**config.mk**
```make
export PLATFORM = sky130hd
export DESIGN_NAME = gate_level
export DESIGN_NICKNAME = d
export VERILOG_FILES = /design/src/rtl/gate_level_bit_reg.sv /design/src/rtl/gate_level.sv
export SDC_FILE = /design/constraint.sdc
export NUM_CORES = 1
export LEC_CHECK = 0
export ABC_AREA = 1
export ABC_CLOCK_PERIOD_IN_PS = 800
export BUFFER_PORTS_ARGS = -buffer_cell sky130_fd_sc_hd__clkbuf_2
export CORE_AREA = 2 2 39 41
export DETAILED_ROUTE_END_ITERATION = 8
export DIE_AREA = 0 0 41 43
export GPL_ROUTABILITY_DRIVEN = 0
export HOLD_SLACK_MARGIN = 0.06
export PLACE_DENSITY = 0.46
export SETUP_SLACK_MARGIN = 0.02
export SLEW_MARGIN = 20
export SYNTH_ARGS = -nofsm -noshare
export SYNTH_HDL_FRONTEND = slang
export SYNTH_SLANG_ARGS = --single-unit
export TNS_END_PERCENT = 1
```
**constraint.sdc**
```tcl
create_clock -name clk -period 0.8 [get_ports clk]
set_input_delay 0.16 -clock clk [delete_from_list [all_inputs] [get_ports clk]]
set_output_delay 0.16 -clock clk [all_outputs]
set_load 0.01 [all_outputs]
```
**src/rtl/gate_level_bit_reg.sv**
```systemverilog
// Single-bit output stage: a register with synchronous active-high clear,
// or a plain wire when REGISTER_OUTPUTS is 0.
module gate_level_bit_reg #(
    parameter bit REGISTER_OUTPUTS = 1'b1
) (
    input  logic clk,
    input  logic rst,
    input  logic d,
    output logic q
);

    generate
        if (REGISTER_OUTPUTS) begin : g_reg
            logic r_q;

            // Capture d each rising edge; rst clears to 0 at the edge only
            always_ff @(posedge clk) begin
                if (rst) begin
                    r_q <= 1'b0;
                end else begin
                    r_q <= d;
                end
            end

            assign q = r_q;
        end else begin : g_bypass
            // clk/rst have no role in the bypass path
            logic w_unused;
            assign w_unused = clk ^ rst;
            assign q        = d;
        end
    endgenerate

endmodule

```
**src/rtl/gate_level.sv**
```systemverilog
// Seven two-input logic functions built from gate primitives, each driven
// through an optional one-cycle output stage.
module gate_level #(
    parameter bit REGISTER_OUTPUTS = 1'b1
) (
    input  logic clk,
    input  logic rst,
    input  logic a,
    input  logic b,
    output logic and_out,
    output logic or_out,
    output logic notb_out,
    output logic nand_out,
    output logic nor_out,
    output logic xor_out,
    output logic xnor_out
);

    wire w_and;
    wire w_or;
    wire w_notb;
    wire w_nand;
    wire w_nor;
    wire w_xor;
    wire w_xnor;

    // Gate network; X/Z on inputs propagates with primitive semantics
    and  u_and  (w_and,  a, b);
    or   u_or   (w_or,   a, b);
    not  u_notb (w_notb, b);
    nand u_nand (w_nand, a, b);
    nor  u_nor  (w_nor,  a, b);
    xor  u_xor  (w_xor,  a, b);
    xnor u_xnor (w_xnor, a, b);

    gate_level_bit_reg #(.REGISTER_OUTPUTS(REGISTER_OUTPUTS)) u_and_reg (
        .clk(clk), .rst(rst), .d(w_and),  .q(and_out)
    );
    gate_level_bit_reg #(.REGISTER_OUTPUTS(REGISTER_OUTPUTS)) u_or_reg (
        .clk(clk), .rst(rst), .d(w_or),   .q(or_out)
    );
    gate_level_bit_reg #(.REGISTER_OUTPUTS(REGISTER_OUTPUTS)) u_notb_reg (
        .clk(clk), .rst(rst), .d(w_notb), .q(notb_out)
    );
    gate_level_bit_reg #(.REGISTER_OUTPUTS(REGISTER_OUTPUTS)) u_nand_reg (
        .clk(clk), .rst(rst), .d(w_nand), .q(nand_out)
    );
    gate_level_bit_reg #(.REGISTER_OUTPUTS(REGISTER_OUTPUTS)) u_nor_reg (
        .clk(clk), .rst(rst), .d(w_nor),  .q(nor_out)
    );
    gate_level_bit_reg #(.REGISTER_OUTPUTS(REGISTER_OUTPUTS)) u_xor_reg (
        .clk(clk), .rst(rst), .d(w_xor),  .q(xor_out)
    );
    gate_level_bit_reg #(.REGISTER_OUTPUTS(REGISTER_OUTPUTS)) u_xnor_reg (
        .clk(clk), .rst(rst), .d(w_xnor), .q(xnor_out)
    );

endmodule

```
==> results.txt, run 1 <==
Hold path depth: 2
Core area: 1380 µm²
Cell Chain, Critical Path: buf_2
WL per Instance: 6.31 µm
FP Rows: 14
Most frequent cells in the layout: nor2_1 (7), buf_2 (7), dfxtp_1 (7)
RSZ-0062 raised after global routing: true
Total grt overflow: 0
Ys Warns: 0
Cells after Synth: 23
Outcome: complete, but fails checks
Synthesis-stage register bit count: 7
WP buf/inv: 1
Vias in the first global route: 172
Yosys cell types: 4
CTS tree: built
CTS clk-pin slew, worst paths: 0.05 ns
Critical Path AT: 0.67 ns
Final Setup Violations: 7
H-tree depth: 1
Die area: 1760 µm²
Hold Crit Start: rst
Crit path required time: 0.64 ns
Violated checks: setup timing
Syn-to-layout area delta: 47.3%
ANT nets after route: 0
Minimum clock period: 0.830 ns
1st-pass router iterations: 2
Initial antenna violation count: 0
Crit Path Max Fanout: 1
Crit Path Class: reg -> out
Max-Cap Viols: 0
CP peak stage delay: 0.31 ns
Post-Syn Area: 235 µm²
Static Leakage: 0.195 nW
Crit-path leading delay family: flip-flops
Non-Filler Instances: 55
Period utilization: 104%
Fill cell count: 154
Number of port buffers: 10
Via count: 174
Final Hold Fails: 0
Syn_area_per_cell: 10.2 µm²
Clock root cell: clkbuf_4
Drt total wl: 347 µm
Clk buf depth: 2
DR vias/cell: 3.16
First-pass GRT wire length: 552 µm
Initial DRC count: 2
Die height: 43 µm
Die Wd: 41 µm
Num CTS Buffers: 3
Peak supply drop: 0.490 mV
Nets@finish: 48
Initial Util: 17.0%
DRC: 0
Setup TNS: -0.141 ns
Diode count: 0
Crit path capture type: output pin
Cts hold-fix bufs: 0
Synth Net Count: 31
Fmax: 1200 MHz
Worst-Margin Slew: 0.126 ns
Hold endpoint: u_notb_reg.q
Clock Sinks: 7
Placed insts: 51
Sequential area share after synthesis: 59.6%
Final WS setup: -0.0304 ns
GRT Total Usage: 5.13%
Largest net degree at the start of global routing: 8
CP max-delay cell: dfxtp_1
Min-Delay Path Class: in -> reg
Seq. cell area: 140 µm²
Slew headroom: 91.6%
PD cells: 2200 nW/µm²
Crit path launch type: flop
Num ports: 11
Max Slew Vio Count: 0
Area of the multi-input gates: 76.3 µm²
Share of post-route cells with drive strength above 1: 38.5%
-- metrics by stage --
step	area, µm²	util, %	hold slack, ns	setup WS [ns]	total power, W
6_report	347	25.0	0.164	-0.0304	0.000761
5_1_grt	347	25.0	0.174	-0.0660	0.000810
4_1_cts	347	25.0	0.157	-0.0501	0.000780
3_5_place_dp	320	23.1	0.421	-0.00866	0.000463
3_3_place_gp	320	23.1	0.428	-0.0147	0.000464
2_1_floorplan	235	-	0.227	0.130	0.000417
-- state kept, by name (all words and copies together), names as in the netlist --
register and cells:
u_and_reg.q 1, u_xor_reg.q 1, u_nand_reg.q 1, u_or_reg.q 1, u_notb_reg.q 1, u_xnor_reg.q 1, u_nor_reg.q 1
-- metal layers --
metal | up-vias | share of wire, % | GRT usage, %
li1 | 97 | - | -
met1 | 71 | 43 | 4.85
met2 | 6 | 46 | 6.56
met3 | 0 | 10 | 1.57
met4 | 0 | 0 | 8.00
met5 | - | 0 | 0
-- report_power, final --
group | leakage (nW) | internal (W) | switching [W] | total (W)
Clock | 0.0150 | 0.000189 | 0.000118 | 0.000307
Combinational | 0.122 | 0.0000367 | 0.0000425 | 0.0000792
Sequential | 0.0583 | 0.000371 | 0.00000388 | 0.000375
-- cell type report --
class	instances	area share, %
multi-input combinational	11	22.0
tap	16	5.78
sequential	7	40.4
clock buffer	4	7.58
timing repair buffer	12	18.8
inverter	5	5.42
-- what timing repair did --
action	in CTS	in global routing
endpoints found under the setup margin	7	7
setup buffers	0	0
resized for setup	0	7
cloned	0	0
endpoints found under the hold margin	0	0
-- synthesized netlist by cell type, drive strengths merged --
library cell	number	area, µm²
dfxtp	7	140
nor2	7	26.3
inv	5	18.8
ha	4	50.1
-- cell families (layout without fill, tap and decap cells) --
family	Yosys count	count (layout)	share of synthesized area, %
simple gates	7	7	11.2
buf+inv	5	21	7.98
flops	7	7	59.6
fa+ha+maj	4	4	21.3
-- how the worst max path moves through the flow --
stage | startpoint | to | slack [ns] | cells past startpoint
after floorplan | a | u_xor_reg.q | 0.13 | 4
after global placement | a | u_xor_reg.q | -0.01 | 5
after detailed placement | a | u_xor_reg.q | -0.009 | 5
after CTS | u_nor_reg.q | nor_out | -0.05 | 1
after global routing | u_nand_reg.q | nand_out | -0.07 | 1
final | u_nor_reg.q | nor_out | -0.03 | 1
Note: power is estimated with default switching activity, not from simulation.
==> inputs of run 2 (changes only) <==
- RECOVER_POWER: unset -> 50
==> results.txt, run 2 (synthesis results as in run 1) <==
Static Leakage: 0.189 nW
Cell Chain, Critical Path: buf_2
Area of the multi-input gates: 76.3 µm²
DR vias/cell: 3.16
Busiest grt layer: met4
WL per Instance: 6.40 µm
Initial DRC count: 2
Vias in the first global route: 172
Die Wd: 41 µm
Crit path launch type: flop
Met1 GRT Util: 4.85%
Clock root cell: clkbuf_4
1st-pass router iterations: 2
Seq. cell area: 140 µm²
Nets@finish: 48
Violated checks: setup timing
Hold WS: 0.164 ns
Global routing usage on met3: 1.57%
Dpl cell area: 320 µm²
First-pass GRT wire length: 552 µm
RSZ-0062 raised after global routing: true
DRC: 0
ANT nets after route: 0
GRT Total Usage: 5.13%
Placed insts: 51
WP buf/inv: 1
Sequential Power Share: 49.4%
Num ports: 11
Period utilization: 104%
Max Slew Vio Count: 0
Peak supply drop: 0.489 mV
Total grt overflow: 0
Cell area after layout: 342 µm²
FP Rows: 14
CTS tree: built
Clock share of power: 40.5%
Combinational fraction of design power: 10.1%
Levels on crit path: 1
Psw: 0.000164 W
Clock Sinks: 7
Number of port buffers: 10
Most frequent cells in the layout: nor2_1 (7), buf_2 (7), dfxtp_1 (7)
H-tree depth: 1
Cts hold-fix bufs: 0
CP max-delay cell: dfxtp_1
Crit Path Max Fanout: 1
Num CTS Buffers: 3
Die height: 43 µm
Worst-Margin Slew: 0.126 ns
PD cells: 2220 nW/µm²
CP peak stage delay: 0.31 ns
Core area: 1380 µm²
Pint: 0.000594 W
Fmax: 1200 MHz
Final Hold Fails: 0
Initial antenna violation count: 0
Crit Path Class: reg -> out
Drt total wl: 352 µm
CTS clk-pin slew, worst paths: 0.05 ns
Max-Cap Viols: 0
Fill cell count: 156
Hold path depth: 2
Syn-to-layout area delta: 45.2%
Largest net degree at the start of global routing: 8
Crit path required time: 0.64 ns
Crit path capture type: output pin
Die area: 1760 µm²
Share of post-route cells with drive strength above 1: 33.3%
Grt met2 use: 6.56%
Slew headroom: 91.6%
Initial Util: 17.0%
Diode count: 0
Minimum clock period: 0.830 ns
Final WS setup: -0.0304 ns
Critical Path AT: 0.67 ns
Clk buf depth: 2
Via count: 174
Non-Filler Instances: 55
Min-Delay Path Class: in -> reg
Post-CTS Setup Bufs: 0
Final Power: 0.000758 W
Crit-path leading delay family: flip-flops
Resized cells post-CTS: 0
Sw Share: 21.6%
Final Setup Violations: 7
Outcome: complete, but fails checks
==> run 2: cell types whose count changed in the layout (fill, tap and decap cells not counted) <==
cell,previous run,this run
buf_4,2,1
clkbuf_1,1,3
clkbuf_2,3,2
==> run 2: area by class of cell <==
| class | instances | share of cell area (%) |
|---|---|---|
| repair buffers | 12 | 17.6 |
| well taps | 16 | 5.86 |
| inverters | 5 | 5.49 |
| clock buffers | 4 | 7.69 |
| multi-input cells | 11 | 22.3 |
| flip-flops and latches | 7 | 41.0 |
==> run 2: stage by stage <==
| step | setup TNS (ns) | util [%] | setup WS (ns) |
|---|---|---|---|
| 2_1_floorplan | 0 | - | 0.130 |
| 3_3_place_gp | -0.0147 | 23.1 | -0.0147 |
| 3_5_place_dp | -0.00866 | 23.1 | -0.00866 |
| 4_1_cts | -0.284 | 25.0 | -0.0501 |
| 5_1_grt | -0.373 | 24.7 | -0.0660 |
| 6_report | -0.141 | 24.7 | -0.0304 |
==> run 2: routing by layer <==
| metal | routed length (µm) | vias up | share of wire (%) |
|---|---|---|---|
| li1 | - | 97 | - |
| met1 | 154 | 71 | 44 |
| met2 | 160 | 6 | 45 |
| met3 | 37 | 0 | 11 |
| met4 | 0 | 0 | 0 |
| met5 | 0 | - | 0 |
==> run 2: power by group through the flow <==
| stage | registers, W | clock network, W | logic (W) |
|---|---|---|---|
| floorplan | 0.000395 | 0 | 0.0000221 |
| global placement | 0.000383 | 0 | 0.0000815 |
| detailed placement | 0.000383 | 0 | 0.0000799 |
| CTS | 0.000376 | 0.000324 | 0.0000806 |
| global route | 0.000376 | 0.000343 | 0.0000887 |
| finish | 0.000375 | 0.000307 | 0.0000765 |
==> run 2: final timing paths <==
check	from	to	slack, ns
hold / removal	rst	u_nor_reg.q	0.16
setup / recovery	u_nor_reg.q	nor_out	-0.03
==> inputs of run 3 (changes only) <==
- CELL_PAD_IN_SITES_DETAIL_PLACEMENT: unset -> 2
- CELL_PAD_IN_SITES_GLOBAL_PLACEMENT: unset -> 2
- PLACE_DENSITY: 0.46 -> 0.65
==> results.txt, run 3 (synthesis results as in run 1) <==
Outcome: complete, but fails checks
Violated checks: setup timing
Total grt overflow: 0
Final Setup Violations: 7
Largest net degree at the start of global routing: 8
Core area: 1380 µm²
Die area: 1760 µm²
Final WS setup: -0.0285 ns
Cell area after layout: 349 µm²
Period utilization: 104%
GRT Total Usage: 7.71%
Num ports: 11
Crit path capture type: output pin
Slew headroom: 90.2%
Core Util, Final: 25.2%
Max layer used: met3
Crit path launch type: flop
Hold WS: 0.170 ns
WL met2: 352 µm
Cts hold-fix bufs: 0
Drt total wl: 531 µm
RSZ-0062 raised after global routing: true
Max Slew Vio Count: 0
Die height: 43 µm
Initial antenna violation count: 0
Initial Util: 17.0%
Crit-path leading delay family: flip-flops
Via count: 190
Nets@finish: 48
Crit Path Class: reg -> out
WL per Instance: 9.65 µm
Crit path required time: 0.64 ns
H-tree depth: 1
CTS clk-pin slew, worst paths: 0.05 ns
Cell Chain, Critical Path: buf_2
First-pass GRT wire length: 807 µm
Clk buf depth: 2
Static Leakage: 0.190 nW
Critical Path AT: 0.67 ns
DRC: 0
Number of port buffers: 10
DR vias/cell: 3.45
Final Hold Fails: 0
Syn-to-layout area delta: 48.4%
1st-pass router iterations: 1
Clock root cell: clkbuf_4
Minimum clock period: 0.829 ns
PD cells: 2200 nW/µm²
Fmax: 1210 MHz
Most frequent cells in the layout: nor2_1 (7), buf_2 (6), dfxtp_1 (6)
Initial DRC count: 0
Num CTS Buffers: 3
WP buf/inv: 1
CTS tree: built
Dpl cell area: 320 µm²
Min-Delay Path Class: in -> reg
ANT nets after route: 0
Share of post-route cells with drive strength above 1: 35.9%
Vias in the first global route: 208
Diode count: 0
Metal3 WL: 23 µm
Hpwl dp: 447 µm
Post-CTS Setup Bufs: 0
Commonest non-fill, non-tap cell in the layout: nor2_1
Fill cell count: 166
CP peak stage delay: 0.30 ns
Peak supply drop: 0.341 mV
Pre-CTS setup slack: -0.0436 ns
Max-Cap Viols: 0
Die Wd: 41 µm
Worst-Margin Slew: 0.147 ns
Crit Path Max Fanout: 1
CP max-delay cell: dfxtp_1
Met1 WL: 155 µm
Setup TNS: -0.160 ns
Clock Sinks: 7
FP Rows: 14
[run 3: cell types whose count changed in the layout (fill, tap and decap cells not counted)]
cell	change
buf_2	-1
buf_6	+1
dfxtp_1	-1
dfxtp_2	+1
[run 3: worst paths after layout]
path | startpoint | cells past startpoint | end | slack, ns
worst min-delay path | rst | 2 | u_nor_reg.q | 0.17
worst max-delay path | u_nand_reg.q | 1 | nand_out | -0.03
[run 3: cell type report]
class / instances / area [µm²] / area share (%)
inverters: 5 / 18.8 / 5.38
clock buffers: 4 / 26.3 / 7.53
repair buffers: 12 / 66.3 / 19.0
multi-input cells: 11 / 76.3 / 21.9
well taps: 16 / 20.0 / 5.73
flip-flops and latches: 7 / 141 / 40.5
[run 3: where the power goes]
group / internal (W) / switching (W) / total (W)
Sequential: 0.000371 / 0.00000462 / 0.000376
Clock: 0.000190 / 0.000120 / 0.000310
Combinational: 0.0000367 / 0.0000471 / 0.0000838
[run 3: repair_timing]
action / CTS / global route
setup endpoints to repair: 7 / 7
gates resized for setup: 0 / 9
endpoints found under the hold margin: 0 / 0
[run 3: per-stage QoR]
step | instances | power [W]
global route | 55 | 0.000827
CTS | 55 | 0.000790
global placement | 51 | 0.000463
detailed placement | 51 | 0.000468
finish | 55 | 0.000770
floorplan | 23 | 0.000417
[run 3: layer usage]
metal,vias to the layer above,GRT usage (%)
met5,-,0
met4,0,12.0
met3,0,0
met2,5,13.4
met1,88,5.10
li1,97,-
